===== config.mk =====
export PLATFORM = sky130hd
export DESIGN_NAME = bcd_to_binary
export DESIGN_NICKNAME = d
export VERILOG_FILES = /design/src/rtl/bcd_to_binary_pkg.sv /design/src/rtl/bcd_to_binary_digit_sub3.sv /design/src/rtl/bcd_to_binary.sv
export SDC_FILE = /design/constraint.sdc
export NUM_CORES = 1
export LEC_CHECK = 0
export CORE_ASPECT_RATIO = 1.25
export CORE_MARGIN = 1.5
export CORE_UTILIZATION = 48
export DETAILED_ROUTE_END_ITERATION = 7
export PLACE_DENSITY = 0.75
export SETUP_SLACK_MARGIN = 0.5
export SLEW_MARGIN = 20
export SYNTH_ARGS = -nofsm -noshare
export SYNTH_HDL_FRONTEND = slang
export SYNTH_SLANG_ARGS = --single-unit

===== constraint.sdc =====
create_clock -name clk -period 1.6 [get_ports clk]
set_input_delay 0.24 -clock clk [delete_from_list [all_inputs] [get_ports clk]]
set_output_delay 0.24 -clock clk [all_outputs]
set_load 0.03 [all_outputs]

===== src/rtl/bcd_to_binary_pkg.sv =====
// Shared constants, state encoding and digit helpers for the BCD-to-binary converter.
// The same digit constants are used by the binary-to-BCD display converter.
package bcd_to_binary_pkg;

    localparam int DIGIT_W = 4;

    localparam logic [DIGIT_W-1:0] CORR_THRESH = 4'd8;
    localparam logic [DIGIT_W-1:0] CORR_SUB    = 4'd3;
    localparam logic [DIGIT_W-1:0] MAX_DIGIT   = 4'd9;

    typedef enum logic [1:0] {
        ST_IDLE  = 2'd0,
        ST_SHIFT = 2'd1,
        ST_DONE  = 2'd2
    } state_t;

    function automatic logic digit_invalid(input logic [DIGIT_W-1:0] digit);
        return (digit > MAX_DIGIT);
    endfunction

endpackage


===== src/rtl/bcd_to_binary_digit_sub3.sv =====
// One BCD digit correction step of reverse double dabble: digits >= 8 lose 3 (mod 16).
module bcd_to_binary_digit_sub3
    import bcd_to_binary_pkg::*;
(
    input  logic [DIGIT_W-1:0] digit_in,
    output logic [DIGIT_W-1:0] digit_out
);

    assign digit_out = (digit_in >= CORR_THRESH) ? (digit_in - CORR_SUB) : digit_in;

endmodule


===== src/rtl/bcd_to_binary.sv =====
// Sequential BCD-to-binary converter, one result bit per clock with start/busy/done handshake.
// Optional digit range check (error port, invalid input skips conversion) under BCD2BIN_CHECK_EN.
module bcd_to_binary
    import bcd_to_binary_pkg::*;
#(
    parameter int DIGITS = 4,
    parameter int BIN_W  = 14
) (
    input  logic                    clk,
    input  logic                    rst_n,
    input  logic                    start,
    input  logic [4*DIGITS-1:0]     bcd_in,
    output logic                    busy,
    output logic                    done,
`ifdef BCD2BIN_CHECK_EN
    output logic                    error,
`endif
    output logic [BIN_W-1:0]        binary
);

    localparam int BCD_W = DIGIT_W * DIGITS;
    localparam int SR_W  = BCD_W + BIN_W;
    localparam int CNT_W = $clog2(BIN_W);
    localparam logic [CNT_W-1:0] CNT_LAST = CNT_W'(BIN_W - 1);
    localparam logic [CNT_W-1:0] CNT_ONE  = CNT_W'(1);

    state_t             state_q, state_d;
    logic [CNT_W-1:0]   cnt_q, cnt_d;
    logic [SR_W-1:0]    shreg_q, shreg_d;
    logic [BIN_W-1:0]   binary_q, binary_d;
    logic               busy_q, busy_d;
    logic               done_q, done_d;

    logic [SR_W-1:0]    shifted_s;
    logic [SR_W-1:0]    corr_s;

    assign shifted_s             = shreg_q >> 1;
    assign corr_s[BIN_W-1:0]     = shifted_s[BIN_W-1:0];

    // Digit correction is applied to the already-shifted BCD field
    for (genvar g = 0; g < DIGITS; g++) begin : g_digit
        bcd_to_binary_digit_sub3 u_sub3 (
            .digit_in  (shifted_s[BIN_W + DIGIT_W*g +: DIGIT_W]),
            .digit_out (corr_s[BIN_W + DIGIT_W*g +: DIGIT_W])
        );
    end

`ifdef BCD2BIN_CHECK_EN
    logic               error_q, error_d;
    logic [DIGITS-1:0]  digit_bad_s;
    logic               invalid_s;

    for (genvar g = 0; g < DIGITS; g++) begin : g_check
        assign digit_bad_s[g] = digit_invalid(bcd_in[DIGIT_W*g +: DIGIT_W]);
    end
    assign invalid_s = |digit_bad_s;
`endif

    // Next-state and next-output computation for the IDLE/SHIFT/DONE sequence
    always_comb begin
        state_d  = state_q;
        cnt_d    = cnt_q;
        shreg_d  = shreg_q;
        binary_d = binary_q;
        busy_d   = busy_q;
        done_d   = done_q;
`ifdef BCD2BIN_CHECK_EN
        error_d  = error_q;
`endif
        case (state_q)
            ST_IDLE: begin
                done_d = 1'b0;
                if (start) begin
                    shreg_d = {bcd_in, {BIN_W{1'b0}}};
                    cnt_d   = '0;
`ifdef BCD2BIN_CHECK_EN
                    if (invalid_s) begin
                        state_d  = ST_DONE;
                        done_d   = 1'b1;
                        busy_d   = 1'b0;
                        binary_d = '0;
                        error_d  = 1'b1;
                    end else begin
                        state_d  = ST_SHIFT;
                        busy_d   = 1'b1;
                        error_d  = 1'b0;
                    end
`else
                    state_d = ST_SHIFT;
                    busy_d  = 1'b1;
`endif
                end else begin
                    state_d = ST_IDLE;
                end
            end
            ST_SHIFT: begin
                shreg_d = corr_s;
                if (cnt_q == CNT_LAST) begin
                    state_d  = ST_DONE;
                    cnt_d    = '0;
                    busy_d   = 1'b0;
                    done_d   = 1'b1;
                    binary_d = corr_s[BIN_W-1:0];
                end else begin
                    state_d  = ST_SHIFT;
                    cnt_d    = cnt_q + CNT_ONE;
                end
            end
            ST_DONE: begin
                state_d = ST_IDLE;
                done_d  = 1'b0;
                busy_d  = 1'b0;
            end
            default: begin
                state_d = ST_IDLE;
                busy_d  = 1'b0;
                done_d  = 1'b0;
            end
        endcase
    end

    // State and output registers; reset aborts any conversion in flight
    always_ff @(posedge clk or negedge rst_n) begin
        if (!rst_n) begin
            state_q  <= ST_IDLE;
            cnt_q    <= '0;
            shreg_q  <= '0;
            binary_q <= '0;
            busy_q   <= 1'b0;
            done_q   <= 1'b0;
`ifdef BCD2BIN_CHECK_EN
            error_q  <= 1'b0;
`endif
        end else begin
            state_q  <= state_d;
            cnt_q    <= cnt_d;
            shreg_q  <= shreg_d;
            binary_q <= binary_d;
            busy_q   <= busy_d;
            done_q   <= done_d;
`ifdef BCD2BIN_CHECK_EN
            error_q  <= error_d;
`endif
        end
    end

    assign busy   = busy_q;
    assign done   = done_q;
    assign binary = binary_q;
`ifdef BCD2BIN_CHECK_EN
    assign error  = error_q;
`endif

endmodule

# Word-level counts from Yosys, hierarchy flattened

Index checks and enable logic that the tools add are counted.

Flip-flop bits (word level): 52
Input bits: 19
Output and inout bits: 16
Logic and storage cells: 41

$add $sub $neg: 5
$lt $le $gt $ge: 4
Equal/unequal tests: 4
Muxes and demuxes: 17
Reductions and logical operators: 5

Operator list:

| operator                                                                            | count |
|---|---|
| 30-bit one-hot mux with 2 select lines                                              | 1 |
| 30-bit two-way mux                                                                  | 1 |
| 4-bit two-way mux                                                                   | 6 |
| 4-bit greater-or-equal comparator, second input constant                            | 3 |
| 4-bit by 2-bit subtractor with 4-bit output, second input constant                  | 3 |
| 4-bit one-hot mux with 2 select lines                                               | 1 |
| 2-bit AND reduction                                                                 | 3 |
| 1-bit two-way mux                                                                   | 5 |
| 4-bit by 1-bit adder with 4-bit output, second input constant                       | 1 |
| 4-bit equality test, second input constant                                          | 1 |
| 3-bit by 4-bit greater-or-equal comparator with 1-bit output, second input constant | 1 |
| 2-bit inequality test, second input constant                                        | 2 |
| 2-bit one-hot mux with 2 select lines                                               | 1 |
| 3-bit by 2-bit subtractor with 4-bit output, second input constant                  | 1 |
| 2-bit by 1-bit equality test with 1-bit output, second input constant               | 1 |
| 2-bit logical NOT                                                                   | 1 |
| 2-bit two-way mux                                                                   | 1 |
| 1-bit one-hot mux with 2 select lines                                               | 1 |
| 2-bit nonzero test                                                                  | 1 |

# Logic depth before layout (Yosys ltp)

Gate-level depths: netlist of run 1.

Depth after elaboration: 3
Depth in mapped cells: 6
Mapped depth without buffers: 5

# Modules after synthesis

Synthesis of run 1 repeated with hierarchy kept, for this count alone.

Cell total of the unflattened synthesis: 210
Area total of the unflattened synthesis: 2454.9 um^2

Modules (own cells, without submodules):

| module                   | times used | cells each | area an instance (um^2) |
|---|---|---|---|
| bcd_to_binary            | 1          | 166        | 2149.6 |
| bcd_to_binary_digit_sub3 | 4          | 11         | 76.3 |

# Least setup slack after synthesis of run 1

OpenSTA, ideal clock, no wires.

Kind: reg2reg
Start: reg cnt_q[1]
End: reg binary_q[0] (netlist: binary[0])
Data arrival time: 1369 ps
Path slack: 106 ps
Stages on the path, launching flop included: 7
Period minus slack after synthesis: 1494 ps
Cells stage by stage: dfrtp_1 inv_1 ha_1 nand3_2 nor2_4 buf_6 mux2_4

Longest elaborated chain between the ends: 2

Ends and longest elaborated chain:

| item                          | RTL line             | source |
|---|---|---|
| start: declaration            | bcd_to_binary.sv:28  | `logic [CNT_W-1:0] cnt_q, cnt_d;` |
| start signal: assignment      | bcd_to_binary.sv:136 | `cnt_q <= cnt_d;` |
| 4-bit equality test           | bcd_to_binary.sv:98  | `if (cnt_q == CNT_LAST) begin` |
| 2-bit AND reduction (no line) | -                    |  |
| end signal: assignment        | bcd_to_binary.sv:138 | `binary_q <= binary_d;` |
| end: declaration              | bcd_to_binary.sv:30  | `logic [BIN_W-1:0] binary_q, binary_d;` |

No other way between the ends.
A chain may end at the register's enable or synchronous reset.

# Worst setup path in the final report of run 1

Start: reg cnt_q[1]
End: reg binary_q[9] (netlist: binary[9])

The elaborated chain is that of the path after synthesis.

==> results.sh, run 1 <==
export IMPL_synthesis_nets=233
export IMPL_pwr_share_seq_pct=31.0
export IMPL_routed_via_density=5.749
export IMPL_die_x_um=66.24
export IMPL_status="finished clean"
export IMPL_synth_mux_area_share_pct=8.394
export IMPL_synth_xor_area_share_pct=2.190
export IMPL_antenna_found_initial=0
export IMPL_p_leak_nw=1.823
export IMPL_maxCapViolCount=0
export IMPL_pre_cts_slack_ns=0.08340
export IMPL_p_clk_share_pct=10.1
export IMPL_r2r_cells=6
export IMPL_wl_per_cell_um=19.85
export IMPL_p_int_w=0.004771
export IMPL_rsz0062_at_grt="true"
export IMPL_nFillCells=250
export IMPL_skew_ns=0.006173
export IMPL_grt_first_pass_wirelength_mm=10.31
export IMPL_period_minus_slack_ns=1.461
export IMPL_ant_nets=0
export IMPL_start_util_pct=50.37
export IMPL_grt_start_max_net_pins=52
export IMPL_r2r_start="cnt_q[1]"
export IMPL_grt_pass1_vias=1994
export IMPL_cts_sinks=51
export IMPL_tightest_slew_ns=0.3359
export IMPL_synthAdderAreaFrac_pct=4.171
export IMPL_cpPeakStageDelay_ns=0.41
export IMPL_drtIter0Drc=134
export IMPL_share_comb_of_total_power_pct=58.9
export IMPL_fmax_ghz=0.6845
export IMPL_yosys_area_top_type="dfrtp_1"
export IMPL_slowest_stage="dfrtp_1"
export IMPL_synth_top_cells_by_area="dfrtp_1, mux2_4, a22o_1, ha_1, nand2_1"
export IMPL_die_h_um=82.06
export IMPL_drc=0
export IMPL_cts_tree="yes"
export IMPL_grt_overflow_total=0
export IMPL_syn_area_um2=2400
export IMPL_ir_drop_mv=1.186
export IMPL_synth_top_family_by_area="compound AO/OA/AOI/OAI gates"
export IMPL_synth_edff_count=0
export IMPL_synthFlopType="dfrtp_1"
export IMPL_r2r_end="binary[9]"
export IMPL_tns_ns=0
export IMPL_ys_warn_count=0
export IMPL_clkSlewWorstSetupHoldPaths_ns=0.10
export IMPL_postRouteWirelength_mm=7.105
export IMPL_synth_compound_area_share_pct=18.67
export IMPL_crit_type="flop to flop"
export IMPL_seq_area_frac_synth_pct=53.18
export IMPL_path_max_fanout=11
export IMPL_hold_viol=0
export IMPL_power_density_nw_per_um2=2013
export IMPL_htreeDepth=2
export IMPL_reg2reg_slack_ns=0.14
export IMPL_p_sw_share_pct=39.37
export IMPL_arrival_ns=1.66
export IMPL_cp_end_kind="flop"
export IMPL_antenna_cells=0
export IMPL_pin_count=35
export IMPL_ys_types=37
export IMPL_ys_ff_latch=51
export IMPL_crit_chain="inv_2 -> ha_4 -> nand3_4 -> nor2_4 -> buf_12 -> mux2_1"
export IMPL_clock_path_buffers=2
export IMPL_drive_gt1_share_pct=52.68
export IMPL_worstPathRequired_ns=1.80
export IMPL_die_area_um2=5435
export IMPL_setup_viol=0
export IMPL_ys_async_sr_fraction_pct=100.0
export IMPL_hp_class="input port to async pin"
export IMPL_layout_setup_ws_ns=0.1391
export IMPL_slew_headroom_pct=77.61
export IMPL_clkLatencyLatePin_ns=0.32
export IMPL_synth_top_area_share_pct=53.18
export IMPL_firstDrtPassIters=4
export IMPL_grt_usage_pct=26.11
export IMPL_maxSlewViolCount=0
export IMPL_dp_hpwl_mm=3.273
export IMPL_final_net_count=324
export IMPL_power_switching_w=0.003098
export IMPL_cts_buffers=5
export IMPL_synth_common_cells="dfrtp_1, nand2_1, a22o_1"
export IMPL_syn_avg_cell_area_um2=11.65
export IMPL_yosysMostFrequentCell="dfrtp_1"
export IMPL_netlist_instances=206
export IMPL_fin_crit_sh_pct=91.30
export IMPL_gp_congestion=0.8644
export IMPL_fp_coreArea_um2=4765
export IMPL_start_kind="flop"
export IMPL_port_buffers=34
export IMPL_rows=28
export IMPL_synthSimpleGateAreaFrac_pct=8.655
export IMPL_syn2layout_area_growth_pct=62.88
export IMPL_cts_root_buf="clkbuf_8"
export IMPL_vias=2058
## per-stage QoR
step / cells / cell area [um2] / total power [W] / hold slack (ns) / utilization (%)
3_3_place_gp: 301 / 2919 / 0.004982 / 0.2517 / 61.27
4_1_cts: 340 / 3605 / 0.007035 / 0.4428 / 75.66
2_1_floorplan: 206 / 2459 / 0.004203 / -0.05559 / -
5_1_grt: 358 / 3909 / 0.008227 / 0.4713 / 82.04
6_report: 358 / 3909 / 0.007869 / 0.4348 / 82.04
3_5_place_dp: 301 / 2919 / 0.005061 / 0.2525 / 61.27
## flip-flops by register name, indices dropped and copies added, names as in the netlist
signal / flops
shreg_q: 29
binary: 14
cnt_q: 4
state_q: 2
busy: 1
done: 1
## final cells by class
| class | instances | area (um2) | area share, % |
|---|---|---|---|
| Clock inverter | 3 | 23.77 | 0.6082 |
| Timing Repair Buffer | 96 | 1094 | 27.98 |
| Multi-Input combinational cell | 131 | 1310 | 33.51 |
| Sequential cell | 51 | 1280 | 32.75 |
| Tap cell | 60 | 75.07 | 1.921 |
| Clock buffer | 5 | 68.82 | 1.761 |
| Inverter | 12 | 57.56 | 1.472 |
## how the worst max path moves through the flow
stage	start	to	slack, ns	cells past startpoint
3_3_place_gp	start	shreg_q[21]	0.09	5
3_5_place_dp	start	shreg_q[21]	0.08	5
5_1_grt	cnt_q[1]	binary[10]	0.09	6
6_report	cnt_q[1]	binary[9]	0.14	6
2_1_floorplan	cnt_q[1]	binary[0]	0.11	6
4_1_cts	cnt_q[1]	binary[9]	0.16	6
## per-layer routing
metal / track usage, % / part of all wire [%] / vias up / wire length, um
met5: 0 / 0 / - / 0
met4: 8.571 / 3.2 / 0 / 229
met3: 4.521 / 3.5 / 20 / 249
met2: 46.80 / 55 / 69 / 3895
met1: 31.63 / 38 / 1056 / 2730
li1: - / - / 913 / -
## cell families after synthesis
kind of cell,Yosys count
compound gates,60
xor+xnor,6
fa+ha+maj,8
buf+inv,24
flops,51
mux,15
simple gates,42
## what timing repair did
| action | CTS | global route |
|---|---|---|
| cloned | 6 | 0 |
| pin swaps | 14 | 15 |
| endpoints found under the hold margin | 51 | 0 |
| resized for setup | 164 | 47 |
| buffers inserted | 24 | 18 |
| hold buffers | 1 | 0 |
| setup endpoints to repair | 67 | 67 |
## layout by cell type (no fill, tap or decap), types with 6 or more instances in the layout
cell	count
buf_4	31
buf_6	32
a22o_1	13
clkdlybuf4s50_1	17
nand2_2	6
nand2_1	9
inv_1	8
a21oi_2	7
ha_1	6
dfrtp_1	48
mux2_4	12
## power by group through the flow
stage | Clock (W) | Combinational [W] | Sequential (W)
floorplan | 0 | 0.00165 | 0.00255
global placement | 0 | 0.00263 | 0.00235
detailed placement | 0 | 0.00269 | 0.00237
CTS | 0.000793 | 0.00387 | 0.00237
global route | 0.000844 | 0.00488 | 0.00251
finish | 0.000793 | 0.00464 | 0.00244
## critical path, delay by kind of cell, from the launching register on
kind / cells / cell delay [ns]
flops: 1 / 0.41
simple gates: 2 / 0.23
mux: 1 / 0.32
fa+ha+maj: 1 / 0.15
buf+inv: 2 / 0.24
(Power assumes the default switching activity.)
==> run 2: changes to the inputs <==
CORE_UTILIZATION = 50   (was 48)
CTS_BUF_LIST = sky130_fd_sc_hd__clkbuf_8   (was default)
PLACE_DENSITY = 0.77   (was 0.75)
==> run 2 against run 1 <==
Critical endpoint is now binary[10]. Highest routed layer unchanged. Critical path type unchanged. Final cell count down 0.28%. Critical path depth unchanged. Die area down 3.8%.
==> results.sh, run 2 (same netlist as run 1, synthesis figures left out) <==
export IMPL_crit_start="cnt_q[1]"
export IMPL_fp_coreArea_um2=4659
export IMPL_rsz0062_at_grt="true"
export IMPL_antenna_cells=0
export IMPL_vias=2024
export IMPL_largest_reg_flops=29
export IMPL_tightest_slew_ns=0.4533
export IMPL_die_x_um=64.97
export IMPL_tns_ns=0
export IMPL_crit_type="flop to flop"
export IMPL_clock_path_buffers=2
export IMPL_antenna_found_initial=0
export IMPL_drtIter0Drc=81
export IMPL_fin_crit_sh_pct=90.56
export IMPL_clkLatencyLatePin_ns=0.31
export IMPL_cts_tree="yes"
export IMPL_arrival_ns=1.64
export IMPL_crit_end="binary[10]"
export IMPL_die_area_um2=5227
export IMPL_met2_usage_pct=40.31
export IMPL_port_buffers=34
export IMPL_drive_gt1_share_pct=50.51
export IMPL_ant_nets=0
export IMPL_worstPathRequired_ns=1.79
export IMPL_hold_viol=0
export IMPL_status="finished clean"
export IMPL_cts_buffers=5
export IMPL_start_kind="flop"
export IMPL_layout_common_cells="dfrtp_1, buf_6, buf_4"
export IMPL_totalPowerFinal_w=0.007283
export IMPL_maxSlewViolCount=0
export IMPL_dp_hpwl_mm=3.366
export IMPL_clkSlewWorstSetupHoldPaths_ns=0.10
export IMPL_crit_chain="inv_2 -> ha_4 -> nand3_4 -> nor2_4 -> buf_12 -> mux2_1"
export IMPL_postLayoutCoreUtil_pct=79.48
export IMPL_drc=0
export IMPL_routed_via_density=5.669
export IMPL_syn2layout_area_growth_pct=54.33
export IMPL_nFillCells=280
export IMPL_p_clk_share_pct=11.4
export IMPL_cts_sinks=51
export IMPL_grt_usage_pct=23.00
export IMPL_wl_per_cell_um=17.45
export IMPL_hp_class="input port to async pin"
export IMPL_final_net_count=323
export IMPL_p_int_w=0.004491
export IMPL_cp_end_kind="flop"
export IMPL_r2r_cells=6
export IMPL_pwr_share_seq_pct=33.3
export IMPL_start_util_pct=51.50
export IMPL_slowest_stage="dfrtp_1"
export IMPL_fmax_ghz=0.6901
export IMPL_top_register="shreg_q"
export IMPL_rows=28
export IMPL_grt_first_pass_wirelength_mm=9.087
export IMPL_path_max_fanout=11
export IMPL_ir_drop_mv=1.041
export IMPL_period_minus_slack_ns=1.449
export IMPL_r2r_end="binary[10]"
export IMPL_setup_viol=0
export IMPL_use_met1_pct=28.87
export IMPL_grt_overflow_total=0
export IMPL_p_leak_nw=1.724
export IMPL_cts_root_buf="clkbuf_8"
export IMPL_htreeDepth=2
export IMPL_skew_ns=0.007363
export IMPL_die_h_um=80.46
export IMPL_slew_headroom_pct=69.70
export IMPL_share_comb_of_total_power_pct=55.4
export IMPL_cpPeakStageDelay_ns=0.40
export IMPL_maxCapViolCount=0
export IMPL_grt_start_max_net_pins=52
export IMPL_grt_pass1_vias=1885
export IMPL_gp_congestion=0.9510
export IMPL_busiest_layer="met2"
export IMPL_power_density_nw_per_um2=1967
export IMPL_pin_count=35
export IMPL_power_switching_w=0.002792
export IMPL_met3_usage_pct=4.342
export IMPL_r2r_start="cnt_q[1]"
export IMPL_firstDrtPassIters=4
export IMPL_reg2reg_slack_ns=0.15
export IMPL_postRouteWirelength_mm=6.231
export IMPL_p_sw_share_pct=38.33
export IMPL_layout_commonest_cell="dfrtp_1"
## run 2: cell count changes in the layout (fill, tap and decap cells not counted), sizes merged
cell and delta:
bufbuf -1, clkbuf +2, clkdlybuf4s50 -1, clkinvlp -1, dlygate4sd2 +1, inv -1
## run 2: worst min-delay path by stage
stage | cells after the start | start | endpoint | slack [ns]
3_5_place_dp | 2 | rst_n | binary[8] | 0.25
6_report | 3 | rst_n | shreg_q[26] | 0.45
4_1_cts | 3 | rst_n | done | 0.45
5_1_grt | 3 | rst_n | binary[13] | 0.48
3_3_place_gp | 2 | rst_n | binary[11] | 0.25
2_1_floorplan | 0 | rst_n | binary[0] | -0.06
## run 2: layout make-up
| class | count | area, um2 | share of cell area [%] |
|---|---|---|---|
| sequential | 51 | 1280 | 34.56 |
| multi-input combinational | 131 | 1241 | 33.51 |
| timing repair buffer | 95 | 955.9 | 25.81 |
| clock buffer | 7 | 96.34 | 2.601 |
| tap | 60 | 75.07 | 2.027 |
| inverter | 12 | 47.55 | 1.284 |
| clock inverter | 1 | 7.507 | 0.2027 |
## run 2: per-layer routing
metal  share of wire (%)  routed length, um  vias up
met4                 2.0                127        0
met3                 5.3                332       14
li1                    -                  -      909
met1                  38               2395     1020
met2                  54               3376       81
met5                   0                  0        -
## run 2: what timing repair did
action	4_1_cts	5_1_grt
pin swaps	14	11
buffers inserted	25	17
hold buffers	1	0
gates resized for setup	144	47
cloned	4	0
endpoints found under the setup margin	67	66
hold endpoints to repair	51	0
## run 2: worst max-delay path, delay by kind of cell (launching register included)
| kind | cells | cell delay [ns] |
|---|---|---|
| buffers and inverters | 2 | 0.23 |
| adders and majority gates | 1 | 0.14 |
| muxes | 1 | 0.33 |
| DFF | 1 | 0.40 |
| and+or+nand+nor | 2 | 0.23 |
## run 2: power by group through the flow
stage               clock [W]  combinational, W  sequential [W]
floorplan                   0           0.00165         0.00255
global placement            0           0.00261         0.00237
detailed placement          0           0.00269         0.00239
CTS                  0.000833           0.00348         0.00236
global route         0.000883           0.00429         0.00248
finish               0.000828           0.00403         0.00242
## run 2: through the flow
stage	instance area [um2]	std cells	hold slack (ns)	setup WS, ns
after global routing	3704	357	0.4840	0.09490
after floorplan	2459	206	-0.05559	0.1080
after CTS	3422	340	0.4533	0.1562
after global placement	2927	302	0.2512	0.07576
after detailed placement	2927	302	0.2520	0.05359
final	3704	357	0.4460	0.1510
==> run 3: changes to the inputs <==
PLACE_DENSITY = 0.87   (was 0.77)
==> run 3 against run 2 <==
Critical path type unchanged. Highest routed layer unchanged. Utilization up 5.9 points. Worst setup slack worse by 0.049 ns. Flip-flop and latch count unchanged. Global-route usage increased by 4.3 points. Wire length is 20% higher. Clock power fell by 6.2%. Sequential power is essentially flat.
==> results.sh, run 3 (same netlist as run 1, synthesis figures left out) <==
export IMPL_grt_usage_pct=27.29
export IMPL_totalPowerFinal_w=0.007963
export IMPL_p_clk_share_pct=9.8
export IMPL_final_net_count=330
export IMPL_worstPathRequired_ns=1.80
export IMPL_seqCellArea_um2=1279
export IMPL_p_leak_nw=1.836
export IMPL_top_register="shreg_q"
export IMPL_layout_common_cells="dfrtp_1, buf_4, buf_6"
export IMPL_largest_reg_flops=29
export IMPL_skew_ns=0.01252
export IMPL_ant_nets=0
export IMPL_drtIter0Drc=124
export IMPL_routed_via_density=5.854
export IMPL_die_h_um=80.46
export IMPL_share_comb_of_total_power_pct=59.5
export IMPL_r2r_end="shreg_q[23]"
export IMPL_drc=0
export IMPL_drive_gt1_share_pct=52.96
export IMPL_clkSlewWorstSetupHoldPaths_ns=0.11
export IMPL_multi_input_area_um2=1309
export IMPL_setup_viol=0
export IMPL_dp_hpwl_mm=3.271
export IMPL_vias=2131
export IMPL_die_x_um=64.97
export IMPL_arrival_ns=1.70
export IMPL_clkLatencyLatePin_ns=0.32
export IMPL_p_sw_share_pct=39.16
export IMPL_pin_count=35
export IMPL_tns_ns=0
export IMPL_postRouteWirelength_mm=7.502
export IMPL_antenna_cells=0
export IMPL_r2r_start="state_q[1]"
export IMPL_slew_headroom_pct=78.69
export IMPL_die_area_um2=5227
export IMPL_pwr_share_seq_pct=30.7
export IMPL_status="finished clean"
export IMPL_grt_pass1_vias=2161
export IMPL_crit_end="shreg_q[23]"
export IMPL_met3_usage_pct=4.622
export IMPL_crit_start="state_q[1]"
export IMPL_gp_congestion=0.8276
export IMPL_path_max_fanout=6
export IMPL_grt_start_max_net_pins=52
export IMPL_p_int_w=0.004844
export IMPL_crit_type="flop to flop"
export IMPL_hp_class="input port to async pin"
export IMPL_layout_commonest_cell="dfrtp_1"
export IMPL_start_util_pct=51.50
export IMPL_maxCapViolCount=0
export IMPL_fin_crit_sh_pct=93.60
export IMPL_clock_path_buffers=2
export IMPL_cts_root_buf="clkbuf_8"
export IMPL_fp_coreArea_um2=4659
export IMPL_power_density_nw_per_um2=2003
export IMPL_port_buffers=34
export IMPL_rows=28
export IMPL_use_met1_pct=30.88
export IMPL_reg2reg_slack_ns=0.10
export IMPL_rsz0062_at_grt="true"
export IMPL_antenna_found_initial=0
export IMPL_tightest_slew_ns=0.3197
export IMPL_period_minus_slack_ns=1.498
export IMPL_ir_drop_mv=1.178
export IMPL_start_kind="flop"
export IMPL_firstDrtPassIters=4
export IMPL_cts_sinks=51
export IMPL_fmax_ghz=0.6677
export IMPL_placement_cell_area_um2=2912
export IMPL_power_switching_w=0.003118
export IMPL_cts_buffers=5
export IMPL_hold_viol=0
export IMPL_cp_end_kind="flop"
export IMPL_met2_usage_pct=48.76
export IMPL_nFillCells=231
export IMPL_finish_instance_area_um2=3976
export IMPL_grt_overflow_total=0
export IMPL_grt_first_pass_wirelength_mm=10.70
export IMPL_htreeDepth=2
export IMPL_wl_per_cell_um=20.61
export IMPL_cts_tree="yes"
export IMPL_busiest_layer="met2"
export IMPL_maxSlewViolCount=0
export IMPL_r2r_cells=5
export IMPL_syn2layout_area_growth_pct=65.69
run 3: stage by stage:
| stage | setup WS (ns) | utilization (%) | hold WS, ns | std cells |
|---|---|---|---|---|
| finish | 0.1024 | 85.34 | 0.4151 | 364 |
| global route | 0.06104 | 85.34 | 0.4579 | 364 |
| CTS | 0.1004 | 80.29 | 0.4473 | 353 |
| detailed placement | 0.03920 | 62.49 | 0.2481 | 300 |
| global placement | 0.07744 | 62.49 | 0.2473 | 300 |
| floorplan | 0.1080 | - | -0.05559 | 206 |
run 3: worst min path at each step:
stage | slack (ns) | end | depth (start not counted)
global route | 0.46 | shreg_q[16] | 3
global placement | 0.25 | shreg_q[16] | 2
detailed placement | 0.25 | shreg_q[16] | 2
finish | 0.42 | shreg_q[16] | 3
floorplan | -0.06 | binary[0] | 0
CTS | 0.45 | shreg_q[16] | 3
run 3: cell type report:
type                            instances  share of cell area [%]
Tap cell                               60                   1.888
Clock inverter                          3                  0.5035
Inverter                               12                   1.322
Clock buffer                            5                   1.731
Multi-Input combinational cell        131                   32.91
Timing Repair Buffer                  102                   29.48
Sequential cell                        51                   32.16
run 3: critical path, cell delays in order, from the launching register on:
cell and delay (ns):
dfrtp_1 0.44, buf_6 0.15, o21bai_4 0.18, buf_12 0.16
buf_8 0.14, o31ai_2 0.31
run 3: repair_timing:
action / in CTS / in global routing
cloned: 7 / 1
hold endpoints to repair: 51 / 0
pin swaps: 18 / 10
hold buffers: 1 / 0
gates resized for setup: 176 / 34
setup buffers: 37 / 10
setup endpoints to repair: 66 / 67
run 3: power by group through the flow:
stage / Sequential (W) / Combinational, W / Clock, W
after floorplan: 0.00255 / 0.00165 / 0
after global placement: 0.00235 / 0.00258 / 0
after detailed placement: 0.00237 / 0.00267 / 0
after CTS: 0.00236 / 0.00400 / 0.000757
after global routing: 0.00250 / 0.00499 / 0.000827
final: 0.00244 / 0.00474 / 0.000777
run 3: layer usage:
metal	wire (um)	vias to the layer above
met5	0	-
li1	-	927
met1	2728	1084
met4	340	0
met3	299	30
met2	4134	90
